File: config.mk
export PLATFORM = sky130hd
export DESIGN_NAME = bp_be_reg_scoreboard_flat
export DESIGN_NICKNAME = d
export VERILOG_FILES = /design/src/rtl/bp_be_reg_scoreboard_pkg.sv /design/src/rtl/bp_be_reg_scoreboard_if.sv /design/src/rtl/bp_be_reg_scoreboard_bank.sv /design/src/rtl/bp_be_reg_scoreboard.sv /design/src/flat_wrapper.sv
export SDC_FILE = /design/constraint.sdc
export NUM_CORES = 1
export LEC_CHECK = 0
export ABC_AREA = 0
export BUFFER_PORTS_ARGS = -buffer_cell sky130_fd_sc_hd__clkbuf_2
export CORE_MARGIN = 2
export CORE_UTILIZATION = 55
export CTS_CLUSTER_DIAMETER = 60
export DETAILED_ROUTE_END_ITERATION = 8
export HOLD_SLACK_MARGIN = 0.06
export PLACE_DENSITY = 0.73
export SYNTH_ARGS = -nofsm -noshare
export SYNTH_HDL_FRONTEND = slang
export SYNTH_SLANG_ARGS = --single-unit
export TNS_END_PERCENT = 30
File: constraint.sdc
create_clock -name clk_i -period 9.8 [get_ports clk_i]
set_clock_uncertainty 0.05 [all_clocks]
set_input_delay 1.47 -clock clk_i [delete_from_list [all_inputs] [get_ports clk_i]]
set_output_delay 1.47 -clock clk_i [all_outputs]
set_load 0.01 [all_outputs]
File: src/rtl/bp_be_reg_scoreboard_pkg.sv
// Shared types and constants for the BE register-hazard scoreboard.
package bp_be_reg_scoreboard_pkg;

    localparam int sb_reg_addr_width_gp = 5;
    localparam int sb_int_ports_gp      = 2;
    localparam int sb_fp_ports_gp       = 3;

    // Counter width needed to hold 0..max_pending writers.
    function automatic int sb_cnt_width(input int max_pending);
        return $clog2(max_pending + 1);
    endfunction

    localparam int sb_cnt_width_gp = sb_cnt_width(3);

    // Source-read query as carried by the registered preissue packet.
    typedef struct packed {
        logic                            irs1_v;
        logic                            irs2_v;
        logic                            frs1_v;
        logic                            frs2_v;
        logic                            frs3_v;
        logic [sb_reg_addr_width_gp-1:0] rs1_addr;
        logic [sb_reg_addr_width_gp-1:0] rs2_addr;
        logic [sb_reg_addr_width_gp-1:0] rs3_addr;
    } bp_be_scoreboard_query_s;

endpackage

File: src/rtl/bp_be_reg_scoreboard_if.sv
// Issue/writeback/query bundle between the dispatch checker and the scoreboard.
interface bp_be_reg_scoreboard_if
    import bp_be_reg_scoreboard_pkg::*;
#(
    parameter int reg_addr_width_p = sb_reg_addr_width_gp
);
    logic                        clr_v_i;
    logic                        issue_v_i;
    logic                        issue_irf_w_v_i;
    logic                        issue_frf_w_v_i;
    logic [reg_addr_width_p-1:0] issue_rd_addr_i;
    logic                        issue_ready_o;
    logic                        iwb_v_i;
    logic [reg_addr_width_p-1:0] iwb_addr_i;
    logic                        fwb_v_i;
    logic [reg_addr_width_p-1:0] fwb_addr_i;
    logic                        irs1_v_i;
    logic                        irs2_v_i;
    logic                        frs1_v_i;
    logic                        frs2_v_i;
    logic                        frs3_v_i;
    logic [reg_addr_width_p-1:0] rs1_addr_i;
    logic [reg_addr_width_p-1:0] rs2_addr_i;
    logic [reg_addr_width_p-1:0] rs3_addr_i;
    logic                        irs1_busy_o;
    logic                        irs2_busy_o;
    logic                        frs1_busy_o;
    logic                        frs2_busy_o;
    logic                        frs3_busy_o;
    logic                        stall_o;
    logic                        empty_o;
    logic                        underflow_o;

    modport master (
        output clr_v_i, issue_v_i, issue_irf_w_v_i, issue_frf_w_v_i, issue_rd_addr_i,
        output iwb_v_i, iwb_addr_i, fwb_v_i, fwb_addr_i,
        output irs1_v_i, irs2_v_i, frs1_v_i, frs2_v_i, frs3_v_i,
        output rs1_addr_i, rs2_addr_i, rs3_addr_i,
        input  issue_ready_o, irs1_busy_o, irs2_busy_o, frs1_busy_o, frs2_busy_o, frs3_busy_o,
        input  stall_o, empty_o, underflow_o
    );

    modport slave (
        input  clr_v_i, issue_v_i, issue_irf_w_v_i, issue_frf_w_v_i, issue_rd_addr_i,
        input  iwb_v_i, iwb_addr_i, fwb_v_i, fwb_addr_i,
        input  irs1_v_i, irs2_v_i, frs1_v_i, frs2_v_i, frs3_v_i,
        input  rs1_addr_i, rs2_addr_i, rs3_addr_i,
        output issue_ready_o, irs1_busy_o, irs2_busy_o, frs1_busy_o, frs2_busy_o, frs3_busy_o,
        output stall_o, empty_o, underflow_o
    );

endinterface

File: src/rtl/bp_be_reg_scoreboard_bank.sv
// One register bank of pending-write counters with hazard read ports.
module bp_be_reg_scoreboard_bank
    import bp_be_reg_scoreboard_pkg::*;
#(
    parameter int els_p         = 32,
    parameter bit zero_reg_p    = 1'b0,
    parameter int max_pending_p = 3,
    parameter bit wb_bypass_p   = 1'b1,
    parameter int addr_width_p  = 5,
    parameter int ports_p       = 3
) (
    input  logic                                clk_i,
    input  logic                                reset_i,
    input  logic                                clr_v_i,
    input  logic                                inc_v_i,
    input  logic [addr_width_p-1:0]             rd_addr_i,
    input  logic                                wb_v_i,
    input  logic [addr_width_p-1:0]             wb_addr_i,
    input  logic [ports_p-1:0]                  rs_v_i,
    input  logic [ports_p-1:0][addr_width_p-1:0] rs_addr_i,
    output logic [ports_p-1:0]                  busy_o,
    output logic                                rd_full_o,
    output logic                                underflow_o,
    output logic                                empty_o
);

    localparam int                      cnt_width_lp = sb_cnt_width(max_pending_p);
    localparam logic [cnt_width_lp-1:0] cnt_max_lp   = cnt_width_lp'(max_pending_p);
    localparam logic [cnt_width_lp-1:0] cnt_one_lp   = cnt_width_lp'(1);

    logic [cnt_width_lp-1:0] count_view [els_p];
    logic [els_p-1:0]        nonzero;
    logic [els_p-1:0]        uf_hit;

    genvar gi;
    generate
        for (gi = 0; gi < els_p; gi++) begin : g_el
            // Register 0 of the integer bank is hardwired and never tracked.
            localparam bit tracked_lp = !(zero_reg_p && (gi == 0));

            logic                    inc;
            logic                    dec;
            logic [cnt_width_lp-1:0] cnt_reg;
            logic [cnt_width_lp-1:0] cnt_next;
            logic                    uf_next;

            assign inc = tracked_lp & inc_v_i & (rd_addr_i == addr_width_p'(gi));
            assign dec = tracked_lp & wb_v_i  & (wb_addr_i == addr_width_p'(gi));

            // Next count: flush wins, simultaneous issue+writeback cancel, decrement floors at 0.
            always_comb begin
                cnt_next = cnt_reg;
                uf_next  = 1'b0;
                if (clr_v_i) begin
                    cnt_next = '0;
                end else if (inc && !dec) begin
                    cnt_next = cnt_reg + cnt_one_lp;
                end else if (dec && !inc) begin
                    if (cnt_reg == '0) begin
                        uf_next = 1'b1;
                    end else begin
                        cnt_next = cnt_reg - cnt_one_lp;
                    end
                end
            end

            // Counter state.
            always_ff @(posedge clk_i or posedge reset_i) begin
                if (reset_i) begin
                    cnt_reg <= '0;
                end else begin
                    cnt_reg <= cnt_next;
                end
            end

            assign count_view[gi] = cnt_reg;
            assign nonzero[gi]    = |cnt_reg;
            assign uf_hit[gi]     = uf_next;
        end

        for (gi = 0; gi < ports_p; gi++) begin : g_port
            logic [cnt_width_lp-1:0] cnt_rd;
            logic                    wb_clears;

            assign cnt_rd = count_view[rs_addr_i[gi]];
            // A writeback retiring the last pending writer releases the source this cycle.
            assign wb_clears = wb_bypass_p & wb_v_i & (wb_addr_i == rs_addr_i[gi])
                             & (cnt_rd == cnt_one_lp);
            assign busy_o[gi] = rs_v_i[gi] & (cnt_rd != '0) & ~wb_clears;
        end
    endgenerate

    assign rd_full_o   = (count_view[rd_addr_i] == cnt_max_lp);
    assign underflow_o = |uf_hit;
    assign empty_o     = ~|nonzero;

endmodule

File: src/rtl/bp_be_reg_scoreboard.sv
// Register-hazard scoreboard: integer and FP pending-write tracking for dispatch.
module bp_be_reg_scoreboard
    import bp_be_reg_scoreboard_pkg::*;
#(
    parameter int max_pending_p    = 3,
    parameter bit wb_bypass_p      = 1'b1,
    parameter int reg_addr_width_p = sb_reg_addr_width_gp
) (
    input  logic                   clk_i,
    input  logic                   reset_i,
    bp_be_reg_scoreboard_if.slave  sb_if
);

    bp_be_scoreboard_query_s    query;
    logic                       int_w;
    logic                       fp_w;
    logic                       int_full;
    logic                       fp_full;
    logic                       issue_ready;
    logic                       int_inc;
    logic                       fp_inc;
    logic [sb_int_ports_gp-1:0] int_busy;
    logic [sb_fp_ports_gp-1:0]  fp_busy;
    logic                       int_uf;
    logic                       fp_uf;
    logic                       int_empty;
    logic                       fp_empty;
    logic                       underflow_reg;

    // Pack the source-read flags into the shared query format.
    always_comb begin
        query          = '0;
        query.irs1_v   = sb_if.irs1_v_i;
        query.irs2_v   = sb_if.irs2_v_i;
        query.frs1_v   = sb_if.frs1_v_i;
        query.frs2_v   = sb_if.frs2_v_i;
        query.frs3_v   = sb_if.frs3_v_i;
        query.rs1_addr = sb_if.rs1_addr_i;
        query.rs2_addr = sb_if.rs2_addr_i;
        query.rs3_addr = sb_if.rs3_addr_i;
    end

    // The integer bank takes the write when both bank flags are (illegally) set.
    assign int_w = sb_if.issue_irf_w_v_i;
    assign fp_w  = sb_if.issue_frf_w_v_i & ~sb_if.issue_irf_w_v_i;

    // Readiness looks only at registered counts, never at same-cycle writebacks.
    assign issue_ready = ~((int_w & int_full) | (fp_w & fp_full));
    assign int_inc     = sb_if.issue_v_i & issue_ready & int_w;
    assign fp_inc      = sb_if.issue_v_i & issue_ready & fp_w;

    bp_be_reg_scoreboard_bank #(
        .els_p        (32),
        .zero_reg_p   (1'b1),
        .max_pending_p(max_pending_p),
        .wb_bypass_p  (wb_bypass_p),
        .addr_width_p (reg_addr_width_p),
        .ports_p      (sb_int_ports_gp)
    ) int_bank (
        .clk_i      (clk_i),
        .reset_i    (reset_i),
        .clr_v_i    (sb_if.clr_v_i),
        .inc_v_i    (int_inc),
        .rd_addr_i  (sb_if.issue_rd_addr_i),
        .wb_v_i     (sb_if.iwb_v_i),
        .wb_addr_i  (sb_if.iwb_addr_i),
        .rs_v_i     ({query.irs2_v, query.irs1_v}),
        .rs_addr_i  ({query.rs2_addr, query.rs1_addr}),
        .busy_o     (int_busy),
        .rd_full_o  (int_full),
        .underflow_o(int_uf),
        .empty_o    (int_empty)
    );

    bp_be_reg_scoreboard_bank #(
        .els_p        (32),
        .zero_reg_p   (1'b0),
        .max_pending_p(max_pending_p),
        .wb_bypass_p  (wb_bypass_p),
        .addr_width_p (reg_addr_width_p),
        .ports_p      (sb_fp_ports_gp)
    ) fp_bank (
        .clk_i      (clk_i),
        .reset_i    (reset_i),
        .clr_v_i    (sb_if.clr_v_i),
        .inc_v_i    (fp_inc),
        .rd_addr_i  (sb_if.issue_rd_addr_i),
        .wb_v_i     (sb_if.fwb_v_i),
        .wb_addr_i  (sb_if.fwb_addr_i),
        .rs_v_i     ({query.frs3_v, query.frs2_v, query.frs1_v}),
        .rs_addr_i  ({query.rs3_addr, query.rs2_addr, query.rs1_addr}),
        .busy_o     (fp_busy),
        .rd_full_o  (fp_full),
        .underflow_o(fp_uf),
        .empty_o    (fp_empty)
    );

    // Sticky underflow flag, cleared by reset or flush.
    always_ff @(posedge clk_i or posedge reset_i) begin
        if (reset_i) begin
            underflow_reg <= 1'b0;
        end else if (sb_if.clr_v_i) begin
            underflow_reg <= 1'b0;
        end else begin
            underflow_reg <= underflow_reg | int_uf | fp_uf;
        end
    end

    assign sb_if.issue_ready_o = issue_ready;
    assign sb_if.irs1_busy_o   = int_busy[0];
    assign sb_if.irs2_busy_o   = int_busy[1];
    assign sb_if.frs1_busy_o   = fp_busy[0];
    assign sb_if.frs2_busy_o   = fp_busy[1];
    assign sb_if.frs3_busy_o   = fp_busy[2];
    assign sb_if.stall_o       = (|int_busy) | (|fp_busy);
    assign sb_if.empty_o       = int_empty & fp_empty;
    assign sb_if.underflow_o   = underflow_reg;

    // A dispatched instruction may write at most one register file.
    a_one_bank_write: assert property (@(posedge clk_i) disable iff (reset_i)
        !(sb_if.issue_v_i && sb_if.issue_irf_w_v_i && sb_if.issue_frf_w_v_i))
        else $error("scoreboard: issue writes both integer and FP register files");

endmodule

File: src/flat_wrapper.sv
// flat-port wrapper written by rule: the top's interface ports become plain ports
module bp_be_reg_scoreboard_flat import bp_be_reg_scoreboard_pkg::*;
#(
    parameter int max_pending_p    = 3,
    parameter bit wb_bypass_p      = 1'b1,
    parameter int reg_addr_width_p = sb_reg_addr_width_gp
)
  (clk_i, reset_i, sb_if_clr_v_i, sb_if_issue_v_i, sb_if_issue_irf_w_v_i, sb_if_issue_frf_w_v_i, sb_if_issue_rd_addr_i, sb_if_iwb_v_i, sb_if_iwb_addr_i, sb_if_fwb_v_i, sb_if_fwb_addr_i, sb_if_irs1_v_i, sb_if_irs2_v_i, sb_if_frs1_v_i, sb_if_frs2_v_i, sb_if_frs3_v_i, sb_if_rs1_addr_i, sb_if_rs2_addr_i, sb_if_rs3_addr_i, sb_if_issue_ready_o, sb_if_irs1_busy_o, sb_if_irs2_busy_o, sb_if_frs1_busy_o, sb_if_frs2_busy_o, sb_if_frs3_busy_o, sb_if_stall_o, sb_if_empty_o, sb_if_underflow_o);
  bp_be_reg_scoreboard_if #(.reg_addr_width_p(reg_addr_width_p)) sb_if_i ();
  input  logic clk_i;
  input  logic reset_i;
  input wire logic [$bits(sb_if_i.clr_v_i)-1:0] sb_if_clr_v_i;
  input wire logic [$bits(sb_if_i.issue_v_i)-1:0] sb_if_issue_v_i;
  input wire logic [$bits(sb_if_i.issue_irf_w_v_i)-1:0] sb_if_issue_irf_w_v_i;
  input wire logic [$bits(sb_if_i.issue_frf_w_v_i)-1:0] sb_if_issue_frf_w_v_i;
  input wire logic [$bits(sb_if_i.issue_rd_addr_i)-1:0] sb_if_issue_rd_addr_i;
  input wire logic [$bits(sb_if_i.iwb_v_i)-1:0] sb_if_iwb_v_i;
  input wire logic [$bits(sb_if_i.iwb_addr_i)-1:0] sb_if_iwb_addr_i;
  input wire logic [$bits(sb_if_i.fwb_v_i)-1:0] sb_if_fwb_v_i;
  input wire logic [$bits(sb_if_i.fwb_addr_i)-1:0] sb_if_fwb_addr_i;
  input wire logic [$bits(sb_if_i.irs1_v_i)-1:0] sb_if_irs1_v_i;
  input wire logic [$bits(sb_if_i.irs2_v_i)-1:0] sb_if_irs2_v_i;
  input wire logic [$bits(sb_if_i.frs1_v_i)-1:0] sb_if_frs1_v_i;
  input wire logic [$bits(sb_if_i.frs2_v_i)-1:0] sb_if_frs2_v_i;
  input wire logic [$bits(sb_if_i.frs3_v_i)-1:0] sb_if_frs3_v_i;
  input wire logic [$bits(sb_if_i.rs1_addr_i)-1:0] sb_if_rs1_addr_i;
  input wire logic [$bits(sb_if_i.rs2_addr_i)-1:0] sb_if_rs2_addr_i;
  input wire logic [$bits(sb_if_i.rs3_addr_i)-1:0] sb_if_rs3_addr_i;
  output wire logic [$bits(sb_if_i.issue_ready_o)-1:0] sb_if_issue_ready_o;
  output wire logic [$bits(sb_if_i.irs1_busy_o)-1:0] sb_if_irs1_busy_o;
  output wire logic [$bits(sb_if_i.irs2_busy_o)-1:0] sb_if_irs2_busy_o;
  output wire logic [$bits(sb_if_i.frs1_busy_o)-1:0] sb_if_frs1_busy_o;
  output wire logic [$bits(sb_if_i.frs2_busy_o)-1:0] sb_if_frs2_busy_o;
  output wire logic [$bits(sb_if_i.frs3_busy_o)-1:0] sb_if_frs3_busy_o;
  output wire logic [$bits(sb_if_i.stall_o)-1:0] sb_if_stall_o;
  output wire logic [$bits(sb_if_i.empty_o)-1:0] sb_if_empty_o;
  output wire logic [$bits(sb_if_i.underflow_o)-1:0] sb_if_underflow_o;
  assign sb_if_i.clr_v_i = sb_if_clr_v_i;
  assign sb_if_i.issue_v_i = sb_if_issue_v_i;
  assign sb_if_i.issue_irf_w_v_i = sb_if_issue_irf_w_v_i;
  assign sb_if_i.issue_frf_w_v_i = sb_if_issue_frf_w_v_i;
  assign sb_if_i.issue_rd_addr_i = sb_if_issue_rd_addr_i;
  assign sb_if_i.iwb_v_i = sb_if_iwb_v_i;
  assign sb_if_i.iwb_addr_i = sb_if_iwb_addr_i;
  assign sb_if_i.fwb_v_i = sb_if_fwb_v_i;
  assign sb_if_i.fwb_addr_i = sb_if_fwb_addr_i;
  assign sb_if_i.irs1_v_i = sb_if_irs1_v_i;
  assign sb_if_i.irs2_v_i = sb_if_irs2_v_i;
  assign sb_if_i.frs1_v_i = sb_if_frs1_v_i;
  assign sb_if_i.frs2_v_i = sb_if_frs2_v_i;
  assign sb_if_i.frs3_v_i = sb_if_frs3_v_i;
  assign sb_if_i.rs1_addr_i = sb_if_rs1_addr_i;
  assign sb_if_i.rs2_addr_i = sb_if_rs2_addr_i;
  assign sb_if_i.rs3_addr_i = sb_if_rs3_addr_i;
  assign sb_if_issue_ready_o = sb_if_i.issue_ready_o;
  assign sb_if_irs1_busy_o = sb_if_i.irs1_busy_o;
  assign sb_if_irs2_busy_o = sb_if_i.irs2_busy_o;
  assign sb_if_frs1_busy_o = sb_if_i.frs1_busy_o;
  assign sb_if_frs2_busy_o = sb_if_i.frs2_busy_o;
  assign sb_if_frs3_busy_o = sb_if_i.frs3_busy_o;
  assign sb_if_stall_o = sb_if_i.stall_o;
  assign sb_if_empty_o = sb_if_i.empty_o;
  assign sb_if_underflow_o = sb_if_i.underflow_o;
  bp_be_reg_scoreboard #(.max_pending_p(max_pending_p), .wb_bypass_p(wb_bypass_p), .reg_addr_width_p(reg_addr_width_p)) u_core (.clk_i(clk_i), .reset_i(reset_i), .sb_if(sb_if_i));
endmodule
==> results by group <==
Outcome
  – Outcome: complete, no violations

Layout
  – FF/Latch Area: about 3200 µm²
  – Synth-to-Final Area Change: 6.71%
  – ANT cells: 0
  – # fillers: 1892
  – Nets: around 1400
  – Max FFs per register: 64
  – Share of cells above drive strength 1: approximately 17%
  – Area of the multi-input gates: 8570 µm²
  – Most frequent cells in the layout: dfrtp_1, nand2_1, a21oi_1, nor2_1, mux4_2
  – Post-route cell area: 13200 µm²
  – Final Non-Filler Cells: 1673
  – Most common cell after layout, fill and taps aside: dfrtp_1

Clock tree
  – Setup Buffers After CTS: 0
  – CTS tree: built
  – # resized after CTS: 0
  – Worst-Skew Late Latency: roughly 0.45 ns
  – Clock sink count: about 130
  – Hold buffer count at cts: 0
  – Clock-pin slew on the worst setup and hold paths: 0.07 ns
  – Cts bufs inserted: 17
  – H-tree depth: 4
  – Max Buffers Root-to-Sink: 2
  – Root buf cell: clkbuf_16

STA
  – Slew at the pin closest to its max-slew limit: approximately 1.2 ns
  – Max-slew headroom: 20.4%
  – Hold Fails Final Rpt: 0
  – Final Max Tran Viols: 0
  – Final min period: roughly 6.3 ns
  – Setup-failing EPs final: 0
  – RSZ-0062 raised after global routing: false
  – Setup_tns: 0 ns
  – Final worst path period share: between 60% and 70%
  – Fmax achieved: 160 MHz

Placement
  – DP Wirelength: around 35000 µm
  – I/O Buffers: 51
  – RD Place Congestion: around 1.1
  – Dpl cells: 1641
  – Placed cell areas: 12600 µm²

Detailed routing
  – Drt first pass iters: 8
  – Vias post-DR: 12900
  – Remaining DRCs: 0
  – Antenna-violating nets left: 0
  – Post-Route WL: 47700 µm
  – Routed length per instance: ~29 µm
  – Via/cell ratio: 7.69
  – Initial DRC Count: 2089

Power and ir drop
  – Max IR drop VDD: approximately 86 µV
  – Reg power frac: about two fifths
  – Clock Power Share: 46.3%
  – Leakage power: around 5.1 nW
  – Pwr/cell area: 105 nW/µm²
  – Net Sw Frac: a little under a third
  – Sw Pwr: 0.000426 W
  – Internal Power: 0.000952 W
  – Combinational share of power: 14.7%

Global route
  – First-pass GRT wire length: 72600 µm
  – Total track usage: between 40% and 50%
  – Grt total ovfl: 0
  – Vias in the first global route: 11800
  – Initial antenna violation count: 1
  – Largest net degree at the start of global routing: 83

Floorplanning
  – Number of I/O pins: between 50 and 60
  – Initial Utilization: between 50% and 60%
  – DIE HEIGHT: 154 µm
  – Die Wd: 154 µm
  – Core Box Area: about 22000 µm²
  – Die ar.: 23700 µm²
  – Row cnt: 54

Flow run
  – Max Cap Violations: 0

Worst setup path
  – Worst Setup Start Kind: input port
  – Critical path type: input port to output pin
  – Setup crit end kind: output pin
  – Arrival @ worst endpoint: 4.74 ns
  – Critical-path maximum fanout: 36
  – WP data required: 8.28 ns

Yosys
  – Ys Warns: 0
  – Post-synth EDFFs: 0
  – Cell variety after synth: 81
  – Mapped Avg Cell Area: 8.82 µm²
  – Post-Syn Area: 12300 µm²
  – Top_reg_cell synth: dfrtp_1
  – Asr flop ratio synth: 100%
  – Sequential-to-total area share from yosys stat: about a quarter
  – Cell count after synthesis: roughly 1400
  – Flops & latches, synth: 127
  – Post-Synthesis Net Count: ~1400

Worst hold path
  – Hold Crit Class: flop to flop
==> kinds of logic (layout without fill, tap and decap cells) <==
family                 after synthesis  after routing  synth area share, %
AND/OR/NAND/NOR                    536            536                 22.6
AO/OA/AOI/OAI                      428            428                 22.8
buffers and inverters              130            124                 4.86
flip-flops                         127            127                 25.7
multiplexers                       124            124                 20.2
XOR/XNOR                            54             54                 3.83
==> through the flow <==
step | hold slack (ns) | utilization (%) | setup WS (ns) | total power [W]
4_1_cts | 0.579 | 60.0 | 3.61 | 0.00138
6_report | 0.585 | 60.0 | 3.54 | 0.00138
5_1_grt | 0.615 | 60.0 | 3.22 | 0.00141
3_3_place_gp | 0.567 | 57.4 | 3.76 | 0.000740
2_1_floorplan | 0.469 | - | 4.30 | 0.000681
3_5_place_dp | 0.569 | 57.4 | 3.59 | 0.000741
==> metal layers <==
layer  track usage [%]  vias up  routed length, µm
met5                 0        -                  9
li1                  -     5349                  -
met4              22.2        2               3310
met1              55.2     6106              17400
met2              55.7     1123              19200
met3              16.3      281               7830
==> power groups by stage <==
stage	logic [W]	registers (W)	clock network, W
after floorplan	0.000142	0.000540	0
after global routing	0.000213	0.000538	0.000664
after detailed placement	0.000195	0.000546	0
final	0.000202	0.000538	0.000638
after CTS	0.000196	0.000537	0.000644
after global placement	0.000193	0.000547	0
==> critical path, cell delays in order <==
cell      delay (ns)
clkbuf_2        0.80
xor2_1          0.15
nor4_1          0.30
nand3_1         0.31
and2_0          0.23
o311ai_0        0.30
o311ai_0        0.20
o311a_1         0.18
nor2_1          0.18
or4b_1          0.45
clkbuf_2        0.14
==> worst paths after layout <==
check | start | end | slack (ns) | cells after the start
max | sb_if_rs2_addr_i[1] | sb_if_stall_o | 3.54 | 11
min | u_core.int_bank.g_el[6].cnt_reg[1] | u_core.int_bank.g_el[6].cnt_reg[1] | 0.59 | 2
max reg2reg | u_core.fp_bank.g_el[19].cnt_reg[1] | u_core.sb_if.underflow_o | 5.54 | 9
min reg2reg | u_core.int_bank.g_el[6].cnt_reg[1] | u_core.int_bank.g_el[6].cnt_reg[1] | 0.59 | 2
max in group asynchronous | reset_i | u_core.fp_bank.g_el[16].cnt_reg[0] | 7.18 | 3
min in group asynchronous | reset_i | u_core.int_bank.g_el[29].cnt_reg[0] | 1.10 | 2
==> cell usage after synthesis, types with 24 or more instances <==
library cell | instances | area (µm²)
nor4_1 | 41 | 257
nor2_1 | 106 | 398
mux4_2 | 99 | 2230
o21a_1 | 26 | 195
and3_1 | 51 | 319
nand2b_1 | 37 | 231
dfrtp_1 | 127 | 3180
a211oi_1 | 93 | 698
buf_2 | 24 | 120
clkbuf_1 | 67 | 251
nor3_1 | 52 | 260
a21oi_1 | 116 | 581
o21ai_0 | 88 | 440
xnor2_1 | 24 | 210
xor2_1 | 30 | 263
nand2_1 | 125 | 469
==> area by class of cell <==
| cell class | count | area share, % |
|---|---|---|
| Inverter | 18 | 0.532 |
| Timing Repair Buffer | 74 | 3.27 |
| Clock inverter | 14 | 1.01 |
| Multi-Input combinational cell | 1142 | 65.1 |
| Sequential cell | 127 | 24.1 |
| Clock buffer | 18 | 3.33 |
| Tap cell | 280 | 2.66 |
(Power assumes the default switching activity.)
